**src/rtl/medidor_faixa_multi_pkg.sv**
```systemverilog
// Shared types and constants for the multi-channel range meter:
// FSM state codes, ASCII framing characters and a width helper.
package medidor_pkg;

  typedef enum logic [3:0] {
    IDLE       = 4'd0,
    MEDIR      = 4'd1,
    ESPERA     = 4'd2,
    AVALIA     = 4'd3,
    TX_PARTIDA = 4'd4,
    TX_ESPERA  = 4'd5,
    PROX       = 4'd6
  } estado_t;

  localparam logic [6:0] ASCII_HASH   = 7'h23;
  localparam logic [6:0] ASCII_DASH   = 7'h2D;
  localparam logic [6:0] ASCII_ZERO   = 7'h30;
  localparam logic [2:0] DIGIT_PREFIX = 3'b011;

  // Counter width able to hold values 0..n-1, never below one bit.
  function automatic int largura(input int unsigned n);
    return (n > 1) ? $clog2(n) : 1;
  endfunction

  function automatic logic [6:0] ascii_digit(input logic [3:0] d);
    return {DIGIT_PREFIX, d};
  endfunction

endpackage

```
**src/rtl/medidor_faixa_multi_if.sv**
```systemverilog
// Measurement and serial-TX handshake bundle between the range meter
// (master) and the sensor mux / 7E1 transmitter (slave).
interface medidor_faixa_multi_if #(
  parameter int W  = 12,
  parameter int CW = 1
);

  logic          medir;
  logic [CW-1:0] canal;
  logic [W-1:0]  medida;
  logic          pronto_medida;
  logic          tx_partida;
  logic [6:0]    tx_dados;
  logic          tx_pronto;

  modport master (
    output medir, canal, tx_partida, tx_dados,
    input  medida, pronto_medida, tx_pronto
  );

  modport slave (
    input  medir, canal, tx_partida, tx_dados,
    output medida, pronto_medida, tx_pronto
  );

endinterface

```
**src/rtl/medidor_faixa_multi_canal_faixa.sv**
```systemverilog
// One channel's window tracker: last valid sample, miss debounce,
// in-window flag and dwell timer that raises acertou.
module canal_faixa
  import medidor_pkg::*;
#(
  parameter int W     = 12,
  parameter int MISS  = 3,
  parameter int DWELL = 150_000_000
) (
  input  logic         clock,
  input  logic         reset,
  input  logic         zera,
  input  logic         upd,
  input  logic         valido,
  input  logic [W-1:0] medida,
  input  logic [W-1:0] upper,
  input  logic [W-1:0] lower,
  output logic         dentro,
  output logic         acertou,
  output logic [W-1:0] db_medida
);

  localparam int MW  = largura(MISS + 1);
  localparam int DWW = largura(DWELL);
  localparam logic [MW-1:0]  MISS_MAX  = MW'(MISS);
  localparam logic [DWW-1:0] DWELL_MAX = DWW'(DWELL - 1);

  logic [W-1:0]   medida_reg;
  logic [MW-1:0]  miss_reg;
  logic [MW-1:0]  miss_next;
  logic [DWW-1:0] dwell_reg;
  logic           dentro_reg;
  logic           na_janela;

  // Inverted limits can never satisfy both bounds, so no special case needed.
  assign na_janela = (medida >= lower) && (medida <= upper);
  assign miss_next = (miss_reg == MISS_MAX) ? miss_reg : miss_reg + 1'b1;

  always_ff @(posedge clock or negedge reset) begin
    if (!reset) begin
      medida_reg <= '0;
      miss_reg   <= '0;
      dentro_reg <= 1'b0;
      dwell_reg  <= '0;
    end else if (zera) begin
      medida_reg <= '0;
      miss_reg   <= '0;
      dentro_reg <= 1'b0;
      dwell_reg  <= '0;
    end else begin
      if (upd) begin
        if (valido) begin
          medida_reg <= medida;
        end
        if (valido && na_janela) begin
          dentro_reg <= 1'b1;
          miss_reg   <= '0;
        end else begin
          miss_reg <= miss_next;
          if (miss_next == MISS_MAX) begin
            dentro_reg <= 1'b0;
          end
        end
      end

      if (!dentro_reg) begin
        dwell_reg <= '0;
      end else if (dwell_reg != DWELL_MAX) begin
        dwell_reg <= dwell_reg + 1'b1;
      end
    end
  end

  assign dentro    = dentro_reg;
  assign acertou   = dentro_reg && (dwell_reg == DWELL_MAX);
  assign db_medida = medida_reg;

endmodule

```
**src/rtl/medidor_faixa_multi.sv**
```systemverilog
// Round-robin multi-channel range meter: sequences measurements over a shared
// sensor interface, tracks each channel's window and frames results as ASCII.
module medidor_faixa_multi
  import medidor_pkg::*;
#(
  parameter int N_CH    = 2,
  parameter int DIGITS  = 3,
  parameter int PERIOD  = 12_500_000,
  parameter int DWELL   = 150_000_000,
  parameter int MISS    = 3,
  parameter int TIMEOUT = 2_000_000,
  localparam int W      = 4 * DIGITS,
  localparam int CW     = largura(N_CH)
) (
  input  logic                clock,
  input  logic                reset,
  input  logic                zera,
  input  logic                ligar,
  input  logic [N_CH*W-1:0]   upperL,
  input  logic [N_CH*W-1:0]   lowerL,
  medidor_faixa_multi_if.master bus,
  output logic [N_CH-1:0]     dentro,
  output logic [N_CH-1:0]     acertou,
  output logic [N_CH*W-1:0]   db_medida,
  output logic [3:0]          db_estado
);

  localparam int TW  = largura(PERIOD);
  localparam int TOW = largura(TIMEOUT);
  localparam int CHW = largura(DIGITS + 2);
  localparam logic [TW-1:0]  TICK_MAX   = TW'(PERIOD - 1);
  localparam logic [TOW-1:0] TMO_MAX    = TOW'(TIMEOUT - 1);
  localparam logic [CHW-1:0] CHAR_LAST  = CHW'(DIGITS + 1);
  localparam logic [CW-1:0]  CANAL_LAST = CW'(N_CH - 1);

  estado_t        estado_reg, estado_next;
  logic [CW-1:0]  canal_reg, canal_next;
  logic [CHW-1:0] char_reg, char_next;
  logic [TOW-1:0] tmo_reg, tmo_next;
  logic [W-1:0]   sample_reg, sample_next;
  logic           timed_out_reg, timed_out_next;
  logic [TW-1:0]  tick_reg;
  logic           pending_reg;
  logic           pend_clr;
  logic           upd;
  logic [3:0]     digito [DIGITS];
  logic [3:0]     digito_sel;
  logic [6:0]     tx_char;

  always_ff @(posedge clock or negedge reset) begin
    if (!reset) begin
      estado_reg    <= IDLE;
      canal_reg     <= '0;
      char_reg      <= '0;
      tmo_reg       <= '0;
      sample_reg    <= '0;
      timed_out_reg <= 1'b0;
      tick_reg      <= '0;
      pending_reg   <= 1'b0;
    end else if (zera) begin
      estado_reg    <= IDLE;
      canal_reg     <= '0;
      char_reg      <= '0;
      tmo_reg       <= '0;
      sample_reg    <= '0;
      timed_out_reg <= 1'b0;
      tick_reg      <= '0;
      pending_reg   <= 1'b0;
    end else begin
      estado_reg    <= estado_next;
      canal_reg     <= canal_next;
      char_reg      <= char_next;
      tmo_reg       <= tmo_next;
      sample_reg    <= sample_next;
      timed_out_reg <= timed_out_next;
      if (ligar) begin
        tick_reg <= (tick_reg == TICK_MAX) ? '0 : tick_reg + 1'b1;
      end
      // A wrap in the same cycle the round starts keeps the next round pending.
      if (ligar && (tick_reg == TICK_MAX)) begin
        pending_reg <= 1'b1;
      end else if (pend_clr) begin
        pending_reg <= 1'b0;
      end
    end
  end

  always_comb begin
    estado_next    = estado_reg;
    canal_next     = canal_reg;
    char_next      = char_reg;
    tmo_next       = tmo_reg;
    sample_next    = sample_reg;
    timed_out_next = timed_out_reg;
    pend_clr       = 1'b0;
    upd            = 1'b0;
    case (estado_reg)
      IDLE: begin
        canal_next = '0;
        if (pending_reg && ligar) begin
          pend_clr    = 1'b1;
          estado_next = MEDIR;
        end
      end
      MEDIR: begin
        tmo_next    = '0;
        estado_next = ESPERA;
      end
      ESPERA: begin
        if (bus.pronto_medida) begin
          sample_next    = bus.medida;
          timed_out_next = 1'b0;
          estado_next    = AVALIA;
        end else if (tmo_reg == TMO_MAX) begin
          timed_out_next = 1'b1;
          estado_next    = AVALIA;
        end else begin
          tmo_next = tmo_reg + 1'b1;
        end
      end
      AVALIA: begin
        upd         = 1'b1;
        char_next   = '0;
        estado_next = TX_PARTIDA;
      end
      TX_PARTIDA: begin
        estado_next = TX_ESPERA;
      end
      TX_ESPERA: begin
        if (bus.tx_pronto) begin
          if (char_reg == CHAR_LAST) begin
            estado_next = PROX;
          end else begin
            char_next   = char_reg + 1'b1;
            estado_next = TX_PARTIDA;
          end
        end
      end
      PROX: begin
        if ((canal_reg == CANAL_LAST) || !ligar) begin
          estado_next = IDLE;
        end else begin
          canal_next  = canal_reg + 1'b1;
          estado_next = MEDIR;
        end
      end
      default: estado_next = IDLE;
    endcase
  end

  // digito[0] is the most significant BCD digit, sent right after the channel id.
  for (genvar gi = 0; gi < DIGITS; gi++) begin : g_digito
    assign digito[gi] = sample_reg[(DIGITS - 1 - gi)*4 +: 4];
  end

  always_comb begin
    digito_sel = '0;
    for (int i = 0; i < DIGITS; i++) begin
      if (char_reg == CHW'(i + 1)) begin
        digito_sel = digito[i];
      end
    end
  end

  always_comb begin
    tx_char = ASCII_HASH;
    if (char_reg == '0) begin
      tx_char = ASCII_ZERO + 7'(canal_reg);
    end else if (char_reg <= CHW'(DIGITS)) begin
      tx_char = timed_out_reg ? ASCII_DASH : ascii_digit(digito_sel);
    end
  end

  assign bus.medir      = (estado_reg == MEDIR);
  assign bus.tx_partida = (estado_reg == TX_PARTIDA);
  assign bus.tx_dados   = ((estado_reg == TX_PARTIDA) || (estado_reg == TX_ESPERA)) ? tx_char : 7'd0;
  assign bus.canal      = canal_reg;
  assign db_estado      = estado_reg;

  for (genvar gi = 0; gi < N_CH; gi++) begin : g_canal
    logic upd_ch;
    assign upd_ch = upd && (canal_reg == CW'(gi));

    canal_faixa #(
      .W    (W),
      .MISS (MISS),
      .DWELL(DWELL)
    ) u_canal (
      .clock    (clock),
      .reset    (reset),
      .zera     (zera),
      .upd      (upd_ch),
      .valido   (!timed_out_reg),
      .medida   (sample_reg),
      .upper    (upperL[gi*W +: W]),
      .lower    (lowerL[gi*W +: W]),
      .dentro   (dentro[gi]),
      .acertou  (acertou[gi]),
      .db_medida(db_medida[gi*W +: W])
    );
  end

endmodule

```
**src/flat_wrapper.sv**
```systemverilog
// flat-port wrapper written by rule: the top's interface ports become plain ports
module medidor_faixa_multi_flat import medidor_pkg::*;
#(
  parameter int N_CH    = 2,
  parameter int DIGITS  = 3,
  parameter int PERIOD  = 12_500_000,
  parameter int DWELL   = 150_000_000,
  parameter int MISS    = 3,
  parameter int TIMEOUT = 2_000_000,
  localparam int W      = 4 * DIGITS,
  localparam int CW     = largura(N_CH)
)
  (clock, reset, zera, ligar, upperL, lowerL, dentro, acertou, db_medida, db_estado, bus_medir, bus_canal, bus_tx_partida, bus_tx_dados, bus_medida, bus_pronto_medida, bus_tx_pronto);
  medidor_faixa_multi_if #(.W(12), .CW(1)) bus_i ();
  input  logic clock;
  input  logic reset;
  input  logic zera;
  input  logic ligar;
  input  logic [N_CH*W-1:0] upperL;
  input  logic [N_CH*W-1:0] lowerL;
  output logic [N_CH-1:0] dentro;
  output logic [N_CH-1:0] acertou;
  output logic [N_CH*W-1:0] db_medida;
  output logic [3:0] db_estado;
  output wire logic [$bits(bus_i.medir)-1:0] bus_medir;
  output wire logic [$bits(bus_i.canal)-1:0] bus_canal;
  output wire logic [$bits(bus_i.tx_partida)-1:0] bus_tx_partida;
  output wire logic [$bits(bus_i.tx_dados)-1:0] bus_tx_dados;
  input wire logic [$bits(bus_i.medida)-1:0] bus_medida;
  input wire logic [$bits(bus_i.pronto_medida)-1:0] bus_pronto_medida;
  input wire logic [$bits(bus_i.tx_pronto)-1:0] bus_tx_pronto;
  assign bus_medir = bus_i.medir;
  assign bus_canal = bus_i.canal;
  assign bus_tx_partida = bus_i.tx_partida;
  assign bus_tx_dados = bus_i.tx_dados;
  assign bus_i.medida = bus_medida;
  assign bus_i.pronto_medida = bus_pronto_medida;
  assign bus_i.tx_pronto = bus_tx_pronto;
  medidor_faixa_multi #(.N_CH(N_CH), .DIGITS(DIGITS), .PERIOD(PERIOD), .DWELL(DWELL), .MISS(MISS), .TIMEOUT(TIMEOUT)) u_core (.clock(clock), .reset(reset), .zera(zera), .ligar(ligar), .upperL(upperL), .lowerL(lowerL), .bus(bus_i), .dentro(dentro), .acertou(acertou), .db_medida(db_medida), .db_estado(db_estado));
endmodule
```
**config.mk**
```make
export PLATFORM = sky130hd
export DESIGN_NAME = medidor_faixa_multi_flat
export DESIGN_NICKNAME = d
export VERILOG_FILES = /design/src/rtl/medidor_faixa_multi_pkg.sv /design/src/rtl/medidor_faixa_multi_if.sv /design/src/rtl/medidor_faixa_multi_canal_faixa.sv /design/src/rtl/medidor_faixa_multi.sv /design/src/flat_wrapper.sv
export SDC_FILE = /design/constraint.sdc
export NUM_CORES = 1
export LEC_CHECK = 0
export BUFFER_PORTS_ARGS = -buffer_cell sky130_fd_sc_hd__buf_2
export CORE_MARGIN = 2
export CORE_UTILIZATION = 54
export DETAILED_ROUTE_END_ITERATION = 8
export GPL_TIMING_DRIVEN = 0
export PLACE_DENSITY = 0.78
export SETUP_SLACK_MARGIN = 0.5
export SLEW_MARGIN = 20
export SYNTH_ARGS = -nofsm -noshare
export SYNTH_HDL_FRONTEND = slang
export SYNTH_SLANG_ARGS = --single-unit
export TNS_END_PERCENT = 20
```
**constraint.sdc**
```tcl
create_clock -name clock -period 2.3 [get_ports clock]
set_clock_uncertainty 0.1 [all_clocks]
set_input_delay 0.46 -clock clock [delete_from_list [all_inputs] [get_ports clock]]
set_output_delay 0.46 -clock clock [all_outputs]
set_load 0.03 [all_outputs]
```
==> impl_metrics.csv <==
group,metric,value,unit
pwr,share_comb_of_total_power,6.4,%
pwr,pwr_density_cell,448.2,nW/um^2
global_route,grt-ovfl-total,0,
status,violations,"setup timing",
critical_path,start_kind,"flop",
min_path,worst_hold_path_type,"primary input to flop",
critical_path,arrival,2.55,ns
cts,clock_path_buffers,2,
cells_and_area,fill_cells,1045,
yosys,synth-simple-area-share,24.27,%
floorplanning,core,16700,um^2
global_route,antenna_found_initial,1,
floorplanning,die_area,18270,um^2
cts,cts_tree,"yes",
yosys,avgSynthCellArea,9.080,um^2
pwr,leakagePower,5.578,nW
pwr,power_switching,1.541,mW
global_route,grt_max_degree,85,
yosys,synth_top_family_by_area,"simple AND/OR/NAND/NOR gates",
yosys,synth_xor_area_share,3.866,%
floorplanning,rows,47,
min_path,min_from,"bus_medida[10]",
timing,hold_viol,0,
timing,min_period_over_period,135.3,%
timing,whs,0.1510,ns
cells_and_area,stdcell_area,12960,um^2
place,dp_slack,-0.5303,ns
yosys,netlist.area_leader.share,40.95,%
place,dp_hpwl,16570,um
yosys,synthMuxAreaShare,3.341,%
yosys,yosys-top-cells-count,"152 x dfrtp_1, 97 x nand2_1, 71 x a21oi_1",
route,wire_per_inst,19.10,um
timing,relSlewSlack,47.95,%
yosys,synth_edf_count,0,
route,first_pass_iters,5,
floorplanning,die_h,135.2,um
pwr,ir_worst_vdd,549.7,uV
yosys,async_flop_share,100.0,%
yosys,yosysMostFrequentCell,"dfrtp_1",
yosys,synth_largest_area_cell,"dfrtp_1",
pwr,p_total,5.808,mW
floorplanning,start_util,55.62,%
yosys,yosys_warnings,0,
flow_run,cap_violations,0,
yosys,netlist_area,9289,um^2
timing,min_period,3.111,ns
place,port_buffers,104,
cts,cts_root_buffer,"clkbuf_16",
pwr,swShare,26.53,%
route,drtIter0Drc,750,
yosys,netlist_top_cells_area,"dfrtp_1 41%, ha_1 7.7%, nand2_1 3.9%",
yosys,synth_flop_cell,"dfrtp_1",
cells_and_area,final_core_util,77.58,%
pwr,seq_power_share,46.2,%
global_route,track_usage,29.02,%
cells_and_area,area_growth,39.49,%
yosys,ys_ff_latch,152,
place,placed_area,10420,um^2
cts,clk_latency,0.43,ns
floorplanning,die_w,135.2,um
yosys,ys_seq_area_share,40.95,%
cells_and_area,fin_nets,1340,
timing,fin_ws,-0.8110,ns
route,dr_total_vias,8979,
cts,clk_pin_slew_worst_paths,0.07,ns
place,gp_congestion,0.8655,
yosys,synth_fa_ha_area_share,7.678,%
route,drc,0,
critical_path,path_max_fanout,3,
timing,worst_pin_slew,0.7779,ns
status,status,"finished, violations left",
cells_and_area,largest_reg_flops,56,
timing,setup_viol,28,
min_path,hold_depth,3,
critical_path,criticalPathCategory,"flop to primary output",
global_route,grt_pass1_vias,8637,
critical_path,cp.required,1.74,ns
yosys,netlist_instances,1023,
timing,final_max_slew_viol_count,0,
cts,htree_levels,4,
yosys,ys_types,70,
route,drtAntennaViolNets,0,
pwr,clkPwrFrac,47.3,%
timing,grt_setup_unrepaired,"yes",
route,via_per_inst,6.188,
critical_path,r2r-start,"u_core.g_canal[0].u_canal.dwell_reg[19]",
timing,fmaxAchievable,321.4,MHz
pwr,intPower,4.267,mW
cells_and_area,drive_above_1_share,41.79,%
critical_path,r2r-end,"u_core.g_canal[0].u_canal.dwell_reg[7]",
cts,clock_sinks,152,
cts,cts_made_buffers,17,
critical_path,cp-end-kind,"primary output",
critical_path,rr_worst_depth,10,
route,postRouteWirelength,27710,um
min_path,min_to,"u_core.digito[10]",
yosys,synth_compound_area_share,14.43,%
global_route,grt_pass1_wl,42420,um
floorplanning,ios,108,
critical_path,rrSetupSlack,-0.26,ns
==> cell usage in the layout (no fill, tap or decap), drive strengths merged, types with 5 or more instances in the layout <==
cell type / instances
buf: 198
dfrtp: 152
nand2: 98
inv: 78
a21oi: 76
nor2: 70
ha: 57
o21ai: 46
nand3: 45
clkbuf: 37
nor3: 33
xnor2: 29
or3: 25
mux2: 24
nand4: 24
or4: 23
nor2b: 21
o31ai: 21
and4: 14
a31oi: 14
nor4: 13
xor2: 12
and3: 12
nor4b: 9
and2: 8
o211ai: 7
nand2b: 6
a22o: 5
clkinv: 5
nor3b: 5
==> metrics by stage <==
stage          TNS [ns]  cells
6_report         -5.709   1451
5_1_grt          -7.162   1451
4_1_cts          -2.921   1427
3_5_place_dp     -7.782   1349
3_3_place_gp    -244.79   1348
2_1_floorplan   -0.2572   1024
==> worst max-delay path: stages, from the launching register on <==
cell	delay [ns]
dfrtp_1	0.38
or4_4	0.54
or4_4	0.44
or3_4	0.35
buf_8	0.13
nor2_4	0.08
buf_6	0.09
buf_6	0.11
==> how the worst max path moves through the flow <==
stage / start / to / slack, ns / cells past startpoint
after global routing: u_core.g_canal[0].u_canal.dwell_reg[19] / acertou[0] / -0.85 / 7
after global placement: reset / u_core.digito[10] / -1.85 / 1
after detailed placement: u_core.g_canal[0].u_canal.dwell_reg[19] / acertou[0] / -0.53 / 7
final: u_core.g_canal[0].u_canal.dwell_reg[19] / acertou[0] / -0.81 / 7
after CTS: u_core.g_canal[0].u_canal.dwell_reg[19] / acertou[0] / -0.81 / 7
after floorplan: u_core.g_canal[0].u_canal.dwell_reg[19] / acertou[0] / -0.26 / 6
==> layout make-up <==
cell class / instances / area (um^2) / share of cell area [%]
well taps: 220 / 275.3 / 2.124
clock inverters: 15 / 156.4 / 1.207
repair buffers: 174 / 1256 / 9.695
multi-input cells: 758 / 6267 / 48.37
inverters: 69 / 284.0 / 2.192
clock buffers: 17 / 425.4 / 3.283
flip-flops and latches: 152 / 3850 / 29.71
plain buffers: 45 / 440.4 / 3.399
diodes: 1 / 2.502 / 0.01931
==> timing repair <==
action / in CTS / in global routing
buffers inserted: 44 / 23
pin swaps: 110 / 128
hold buffers: 1 / 0
setup endpoints to repair: 149 / 151
gates cloned: 1 / 0
gates resized for setup: 207 / 137
endpoints found under the hold margin: 68 / 0
==> power by group through the flow <==
| stage | Combinational [mW] | Sequential [mW] | Clock, mW |
|---|---|---|---|
| finish | 0.374 | 2.69 | 2.75 |
| global route | 0.413 | 2.68 | 2.89 |
| CTS | 0.349 | 2.68 | 2.77 |
| detailed placement | 0.311 | 2.73 | 0 |
| global placement | 0.295 | 2.73 | 0 |
| floorplan | 0.142 | 2.73 | 0 |
==> cell families after synthesis <==
kind of cell	count (synthesis)
AOI/OAI and AO/OA	211
xor gates and xnor gates	41
adders and majority gates	57
buffers and inverters	114
DFF	152
muxes	28
other	1
and+or+nand+nor	419
==> layer usage <==
layer  GRT usage (%)  up-vias  routed length (um)
li1                -     4116                   -
met1           37.24     4443               11580
met2           48.20      334               13580
met3           6.435       86                1608
met4           11.17        0                 946
met5               0        -                   0
Power figures use the tool's default switching activity.
